--- src/rtl/fft_stage_sequencer_if.sv ---
// Butterfly operand bus between the FFT stage sequencer (master) and the
// butterfly datapath (slave): operand/twiddle addresses with a valid/ready handshake.
interface fft_stage_sequencer_if #(
  parameter int N_LOG2 = 4
);
  logic              bfly_valid;
  logic              bfly_ready;
  logic [N_LOG2-1:0] addr_a;
  logic [N_LOG2-1:0] addr_b;
  logic [N_LOG2-2:0] tw_addr;

  modport master (
    output bfly_valid,
    output addr_a,
    output addr_b,
    output tw_addr,
    input  bfly_ready
  );

  modport slave (
    input  bfly_valid,
    input  addr_a,
    input  addr_b,
    input  tw_addr,
    output bfly_ready
  );
endinterface

--- src/rtl/fft_stage_sequencer.sv ---
// Radix-2 DIT FFT stage controller: walks N/2 butterflies per stage, strobes the stage
// counter once per stage and reports fft_done after stage_done. Define STAGE_GAP_EN for an idle gap between stages.
module fft_stage_sequencer #(
  parameter int N_LOG2     = 4,
  parameter int GAP_CYCLES = 3
) (
  input  logic                  clk,
  input  logic                  n_reset,
  input  logic                  start,
  input  logic                  stage_done,
  output logic                  busy,
  output logic                  stage_strobe,
  output logic [3:0]            stage_idx,
  output logic                  fft_done,
  fft_stage_sequencer_if.master bfly
);

  if (N_LOG2 < 2 || N_LOG2 > 15) begin : g_bad_n_log2
    $error("fft_stage_sequencer: N_LOG2 must be in 2..15");
  end
  if (GAP_CYCLES < 1 || GAP_CYCLES > 15) begin : g_bad_gap_cycles
    $error("fft_stage_sequencer: GAP_CYCLES must be in 1..15");
  end

  localparam int              KW         = N_LOG2 - 1;
  localparam logic [KW-1:0]   K_LAST     = '1;
  localparam logic [KW-1:0]   K_ONE      = KW'(1);
  localparam logic [N_LOG2-1:0] A_ONE    = N_LOG2'(1);
  localparam logic [3:0]      LAST_STAGE = 4'(N_LOG2 - 1);

  typedef enum logic [2:0] {
    IDLE,
    ISSUE,
    STROBE,
    WAIT_DONE,
    FINISH
`ifdef STAGE_GAP_EN
    , GAP
`endif
  } state_t;

  state_t        state_q, state_d;
  logic [KW-1:0] k_q, k_d;
  logic [3:0]    stage_q, stage_d;
  logic          seen_q, seen_d;
  logic          valid;

`ifdef STAGE_GAP_EN
  localparam logic [3:0] GAP_LOAD = 4'(GAP_CYCLES - 1);
  logic [3:0] gap_q, gap_d;
`endif

  // Operand addressing: span = 1<<s, pos = k mod span, grp = k / span.
  logic [N_LOG2-1:0] k_ext, span, pos, grp, base_a;
  logic [N_LOG2-2:0] tw_full;
  logic [4:0]        sh_a;
  logic [3:0]        sh_tw;

  always_comb begin
    k_ext   = {1'b0, k_q};
    span    = A_ONE << stage_q;
    pos     = k_ext & (span - A_ONE);
    grp     = k_ext >> stage_q;
    sh_a    = {1'b0, stage_q} + 5'd1;
    base_a  = (grp << sh_a) | pos;
    sh_tw   = LAST_STAGE - stage_q;
    tw_full = pos[N_LOG2-2:0] << sh_tw;
  end

  // Addresses are forced to zero outside ISSUE so every output is 0 in reset/IDLE.
  assign bfly.bfly_valid = valid;
  assign bfly.addr_a     = valid ? base_a        : '0;
  assign bfly.addr_b     = valid ? base_a + span : '0;
  assign bfly.tw_addr    = valid ? tw_full       : '0;
  assign stage_idx       = stage_q;

  // NOTE: every variable gets a default before the case so no path leaves one unassigned (no latches).
  always_comb begin
    state_d      = state_q;
    k_d          = k_q;
    stage_d      = stage_q;
    seen_d       = seen_q;
`ifdef STAGE_GAP_EN
    gap_d        = gap_q;
`endif
    busy         = 1'b1;
    valid        = 1'b0;
    stage_strobe = 1'b0;
    fft_done     = 1'b0;

    case (state_q)
      IDLE: begin
        busy   = 1'b0;
        seen_d = 1'b0;
        if (start) begin
          state_d = ISSUE;
          k_d     = '0;
          stage_d = '0;
        end
      end

      ISSUE: begin
        valid = 1'b1;
        if (stage_done) seen_d = 1'b1;
        if (bfly.bfly_ready) begin
          k_d = k_q + K_ONE;
          if (k_q == K_LAST) state_d = STROBE;
        end
      end

      STROBE: begin
        stage_strobe = 1'b1;
        if (stage_done) seen_d = 1'b1;
        if (stage_q != LAST_STAGE) begin
          stage_d = stage_q + 4'd1;
`ifdef STAGE_GAP_EN
          state_d = GAP;
          gap_d   = GAP_LOAD;
`else
          state_d = ISSUE;
`endif
        end else begin
          state_d = WAIT_DONE;
        end
      end

`ifdef STAGE_GAP_EN
      GAP: begin
        if (stage_done) seen_d = 1'b1;
        if (gap_q == 4'd0) state_d = ISSUE;
        else               gap_d   = gap_q - 4'd1;
      end
`endif

      WAIT_DONE: begin
        if (stage_done || seen_q) state_d = FINISH;
      end

      FINISH: begin
        fft_done = 1'b1;
        state_d  = IDLE;
        stage_d  = '0;
        k_d      = '0;
        seen_d   = 1'b0;
      end

      default: state_d = IDLE;
    endcase
  end

  // NOTE: sequential state uses non-blocking assignments so all registers update together at the edge.
  always_ff @(posedge clk or negedge n_reset) begin
    if (!n_reset) begin
      state_q <= IDLE;
      k_q     <= '0;
      stage_q <= '0;
      seen_q  <= 1'b0;
`ifdef STAGE_GAP_EN
      gap_q   <= '0;
`endif
    end else begin
      state_q <= state_d;
      k_q     <= k_d;
      stage_q <= stage_d;
      seen_q  <= seen_d;
`ifdef STAGE_GAP_EN
      gap_q   <= gap_d;
`endif
    end
  end

endmodule

--- src/flat_wrapper.sv ---
// flat-port wrapper written by rule: the top's interface ports become plain ports
module fft_stage_sequencer_flat 
#(
  parameter int N_LOG2     = 4,
  parameter int GAP_CYCLES = 3
)
  (clk, n_reset, start, stage_done, busy, stage_strobe, stage_idx, fft_done, bfly_bfly_valid, bfly_addr_a, bfly_addr_b, bfly_tw_addr, bfly_bfly_ready);
  fft_stage_sequencer_if #(.N_LOG2(N_LOG2)) bfly_i ();
  input  logic clk;
  input  logic n_reset;
  input  logic start;
  input  logic stage_done;
  output logic busy;
  output logic stage_strobe;
  output logic [3:0] stage_idx;
  output logic fft_done;
  output wire logic [$bits(bfly_i.bfly_valid)-1:0] bfly_bfly_valid;
  output wire logic [$bits(bfly_i.addr_a)-1:0] bfly_addr_a;
  output wire logic [$bits(bfly_i.addr_b)-1:0] bfly_addr_b;
  output wire logic [$bits(bfly_i.tw_addr)-1:0] bfly_tw_addr;
  input wire logic [$bits(bfly_i.bfly_ready)-1:0] bfly_bfly_ready;
  assign bfly_bfly_valid = bfly_i.bfly_valid;
  assign bfly_addr_a = bfly_i.addr_a;
  assign bfly_addr_b = bfly_i.addr_b;
  assign bfly_tw_addr = bfly_i.tw_addr;
  assign bfly_i.bfly_ready = bfly_bfly_ready;
  fft_stage_sequencer #(.N_LOG2(N_LOG2), .GAP_CYCLES(GAP_CYCLES)) u_core (.clk(clk), .n_reset(n_reset), .start(start), .stage_done(stage_done), .busy(busy), .stage_strobe(stage_strobe), .stage_idx(stage_idx), .fft_done(fft_done), .bfly(bfly_i));
endmodule
--- config.mk ---
export PLATFORM = sky130hd
export DESIGN_NAME = fft_stage_sequencer_flat
export DESIGN_NICKNAME = d
export VERILOG_FILES = /design/src/rtl/fft_stage_sequencer_if.sv /design/src/rtl/fft_stage_sequencer.sv /design/src/flat_wrapper.sv
export SDC_FILE = /design/constraint.sdc
export NUM_CORES = 1
export LEC_CHECK = 0
export BUFFER_PORTS_ARGS = -buffer_cell sky130_fd_sc_hd__clkbuf_2
export CORE_MARGIN = 2
export CORE_UTILIZATION = 30
export DETAILED_ROUTE_END_ITERATION = 10
export GPL_ROUTABILITY_DRIVEN = 0
export MAX_ROUTING_LAYER = met4
export PLACE_DENSITY = 0.51
export REMOVE_ABC_BUFFERS = 1
export SLEW_MARGIN = 40
export SYNTH_ARGS = -nofsm -noshare
export SYNTH_HDL_FRONTEND = slang
export SYNTH_SLANG_ARGS = --single-unit
--- constraint.sdc ---
create_clock -name clk -period 3.25 [get_ports clk]
set_input_delay 0.4875 -clock clk [delete_from_list [all_inputs] [get_ports clk]]
set_output_delay 0.4875 -clock clk [all_outputs]
set_load 0.01 [all_outputs]
# Word-level counts from Yosys, hierarchy flattened
# Cells that the tools add are included.
# word_totals
reg_bits	11
in_bits	5
out_inout_bits	19
wordCells	60
# op_classes
eq_ne	12
reduce_logical	11
mux	21
shift	4
bitwise_logic	2
addsub	6
# op_table
op	n
$mux W3	7
$mux W4	4
$pmux W3 S4	1
$pmux W4 S3	1
$pmux W3 S3	1
$ne A2 B1 Y1 const B	4
$eq A3 B2 Y1 const B	2
$eq A3 B3 Y1 const B	2
$reduce_and A3 Y1	2
$reduce_bool A3 Y1	2
$add A4 B1 Y5 const B	1
$mux W1	5
$shl A4 B5 Y4	1
$add A4 B1 Y4 const B	1
$add A4 B4 Y4	1
$and A3 B4 Y4	1
$ne A2 B2 Y1 const B	2
$ne A4 B2 Y1 const B	1
$or A4 B4 Y4	1
$reduce_and A4 Y1	1
$reduce_or A2 Y1	2
$shl A1 B4 Y4 const A	1
$shl A3 B4 Y3	1
$shr A3 B4 Y4	1
other kinds (10)	10

# Logic depth before layout (Yosys ltp)
# logic_depth
word_depth	6
mapped_depth	12
ltp_nobuf	12

# Worst setup path before layout
# Ideal clock, no wire load.
# synth_path
path_type	register to output
start	reg u_core.stage_q[3] (netlist: u_core.stage_idx[3])
end	out bfly_addr_b[3]
n_path_buf	0
path_stages_with_launch	12
required_ps	2762
path_slack_ps	60
arrival_ps	2703
cell_sequence	dfrtp_1 -> or2_2 -> or3_1 -> ha_1 -> nor2_1 -> a31oi_1 -> inv_1 -> ha_1 -> a21o_1 -> a21oi_1 -> nand2_1 -> mux2i_1
# synth_via
elab_chain_len	6
word_cells_on_any_way	9
classes_between	3 x add/sub; 3 x shift; 1 x mux; 2 x bitwise
# synth_rtl
item	line	rtl
start: declaration	fft_stage_sequencer.sv:44	logic [3:0] stage_q, stage_d;
start signal: assignment	fft_stage_sequencer.sv:164	stage_q <= stage_d;
parallel branches: the longest is 4 deep, another holds $add A4 B1 Y5	-	
$add A4 B4 Y4 (*)	fft_stage_sequencer.sv:73	assign bfly.addr_b = valid ? base_a + span : '0;
$mux W4 (*)	fft_stage_sequencer.sv:73	
end: declaration	flat_wrapper.sv:19	output wire logic [$bits(bfly_i.addr_b)-1:0] bfly_addr_b;
# Every way passes the cells marked *.

# Worst setup path in the final report
# layout_path
start	reg u_core.stage_q[0] (netlist: u_core.stage_idx[0])
end	out bfly_addr_b[3]
# Same word-level chain as after synthesis.

==> results.toml <==
[setup_path]
crit_top_cell = "ha_4"
cp_max_fo = 5
cp_cell_sequence = "buf_4, or3_4, ha_4, nor2_4, a31oi_4, inv_2, ha_4, a21o_1, a21oi_2, nand2_1, mux2i_1, buf_2"
cpMaxStageDelayCell = "dfrtp_2"
endpoint_kind = "output port"
worst_ep_arrival_time_ps = 2650
worstSetupStartpointType = "flip-flop"
critPathMaxStageDelay_ps = 430
crit_type = "reg2out"
critPathRequiredTime_ps = 2760

[power]
ir_worst_vdd_mv = 0.336
power.leakage_nw = 0.693
power.density_mw_per_mm2 = 814

[route]
dr.pass1.iters = 4
ant_nets = 0
wl_per_cell_um = 13.1
drt_first_iter_violations = 31
post-route-drc-count = 0
wirelength_um = 2980
vias = 1167
vias_per_cell = 5.12

[clocking]
numCtsBuffers = 3
cts-root-buf = "clkbuf_8"
cts.path.max_buffers = 2
clk_pin_slew_worst_paths_ps = 50
insertion_delay_ps = 240
cts_hold_buf = 0
h-tree-depth = 1
clock-sinks = 11
cts_tree = "yes"

[timing]
grt_setup_unrepaired = "yes"
final.setup.worst_slack_ps = 113
setup_viol = 0
worst_pin_slew_ps = 544
slew_violations = 0
max_freq_mhz = 319
relSlewSlack_pct = 63.6
fin_crit_sh_pct = 96.5
skew_ps = 2.25
period_minus_slack_ps = 3140
holdWs_ps = 127
hold_violations = 0

[yosys]
syn_avg_cell_area_um2 = 7.86
synth_most_common_cell = "nand2_1"
netlist.area_leader.share_pct = 24.0
ys_top_cells_by_area = "dfrtp_1 (24%), ha_1 (9.8%), nand2_1 (4.9%)"
yosysTopAreaCell = "dfrtp_1"
ys_types = 39
synth_warnings = 0
synth_cells = 146
synth_edf_count = 0
yosysSeqAreaShare_pct = 24.0
synth-seq-cells = 11
yosys-top-cells-count = "nand2_1 (15), nor2_1 (13), dfrtp_1 (11), inv_1 (11), o21ai_0 (10)"
ys.flop_type = "dfrtp_1"
async_reset_ff_share_pct = 100
synthesis.area_mm2 = 0.00115

[final_layout]
finalNetCount = 196
synthToLayoutAreaGrowth_pct = 32.2
post-route-util_pct = 41.4
drive_above_1_share_pct = 35.6
num_antenna_cells = 0

[run_status]
outcome = "finished, final reports clean"

[die]
core_area_mm2 = 0.00366
dieHeight_um = 65.8
die_x_um = 65.8
die-area_mm2 = 0.00433
rows = 22
ios = 24
start_util_pct = 31.3

[min_path]
hold_path_class = "in2async"

[global_routing]
grt.total_usage_pct = 15.3
grt_pass1_vias = 1106
grt_max_degree = 20
antenna_found_initial = 0
overflow = 0
grt_pass1_wl_um = 5070

[placement]
dp_hpwl_um = 2320
port_buffers = 23
pre_cts_ws_ps = 107

[job]
maxCapViolCount = 0
[worst max-delay path: cells and delay by family (launching register included)]
family                     cells  cell delay, ps
AOI/OAI and AO/OA              3             480
adders and majority gates      2             510
buffers and inverters          3             350
DFF                            1             430
muxes                          1             120
and+or+nand+nor                3             500
[sequential cells by signal (all words and copies together), names as in the netlist]
name,count
u_core.k_q,3
u_core.seen_q,1
u_core.stage_idx,4
u_core.state_q,3
[per-layer routing]
layer	GRT usage, %	share of wire, %	vias up
met5	-	0	-
met4	2.34	0.40	0
met3	3.41	3.7	2
met2	26.0	49	25
met1	18.8	47	558
li1	-	-	582
[area by class of cell]
class / count / area (um2)
repair buffers: 38 / 228
multi-input cells: 115 / 861
fillers: 374 / 2140
inverters: 12 / 45.0
well taps: 48 / 60.1
clock buffers: 4 / 45.0
flip-flops and latches: 11 / 278
[cell usage in the layout (no fill, tap or decap), types with 2 or more instances in the layout]
cell,netlist,routed
a21o_1,2,2
a21oi_1,4,3
a31oi_1,5,4
and2_1,2,2
and3_1,5,5
buf_4,0,15
clkbuf_2,0,22
clkbuf_8,0,3
dfrtp_1,11,9
dfrtp_2,0,2
ha_1,9,5
ha_2,0,2
ha_4,0,2
inv_1,11,10
mux2_2,3,3
mux2i_1,2,2
nand2_1,15,14
nand2b_1,4,4
nand3_1,9,9
nand3b_1,3,3
nor2_1,13,11
nor3_1,5,5
o21ai_0,10,10
o31ai_1,5,4
xor2_1,2,2
[through the flow]
stage               power, W  TNS [ps]  std cells  cell area, um2
global placement    0.000956         0        219            1360
finish               0.00123         0        228            1520
global route         0.00135     -64.3        228            1520
floorplan           0.000707         0        138            1110
CTS                  0.00115         0        226            1450
detailed placement  0.000965         0        219            1360
[kinds of logic (layout without fill, tap and decap cells)]
group           after synthesis  in the layout  synth area share [%]
compound gates               34             34                  21.6
mux                           5              5                  4.69
xor+xnor                      3              3                  2.29
simple gates                 63             63                  28.5
flops                        11             11                  24.0
buf+inv                      20             54                  7.42
fa+ha+maj                    10             10                  11.6
[final timing paths]
check                               startpoint                   to  slack [ps]  cells past startpoint
max in group asynchronous              n_reset  u_core.stage_idx[0]        2880                      1
min                                    n_reset    u_core.state_q[2]         130                      1
max reg2reg                u_core.stage_idx[2]  u_core.stage_idx[3]        1540                      7
min in group clk                    stage_done    u_core.state_q[2]         530                      3
min reg2reg                      u_core.seen_q        u_core.seen_q         540                      2
max                        u_core.stage_idx[0]       bfly_addr_b[3]         110                     12
[power breakdown]
part,internal (W),switching [W]
logic,0.000375,0.000462
registers,0.000177,0.0000838
clock network,0.0000861,0.0000508
[timing repair]
item | in CTS | in global routing
pin swaps | 4 | 9
resized for setup | 6 | 12
setup buffers | 3 | 2
gates cloned | 0 | 0
setup endpoints to repair | 2 | 3
Note: power is estimated with default switching activity, not from simulation.
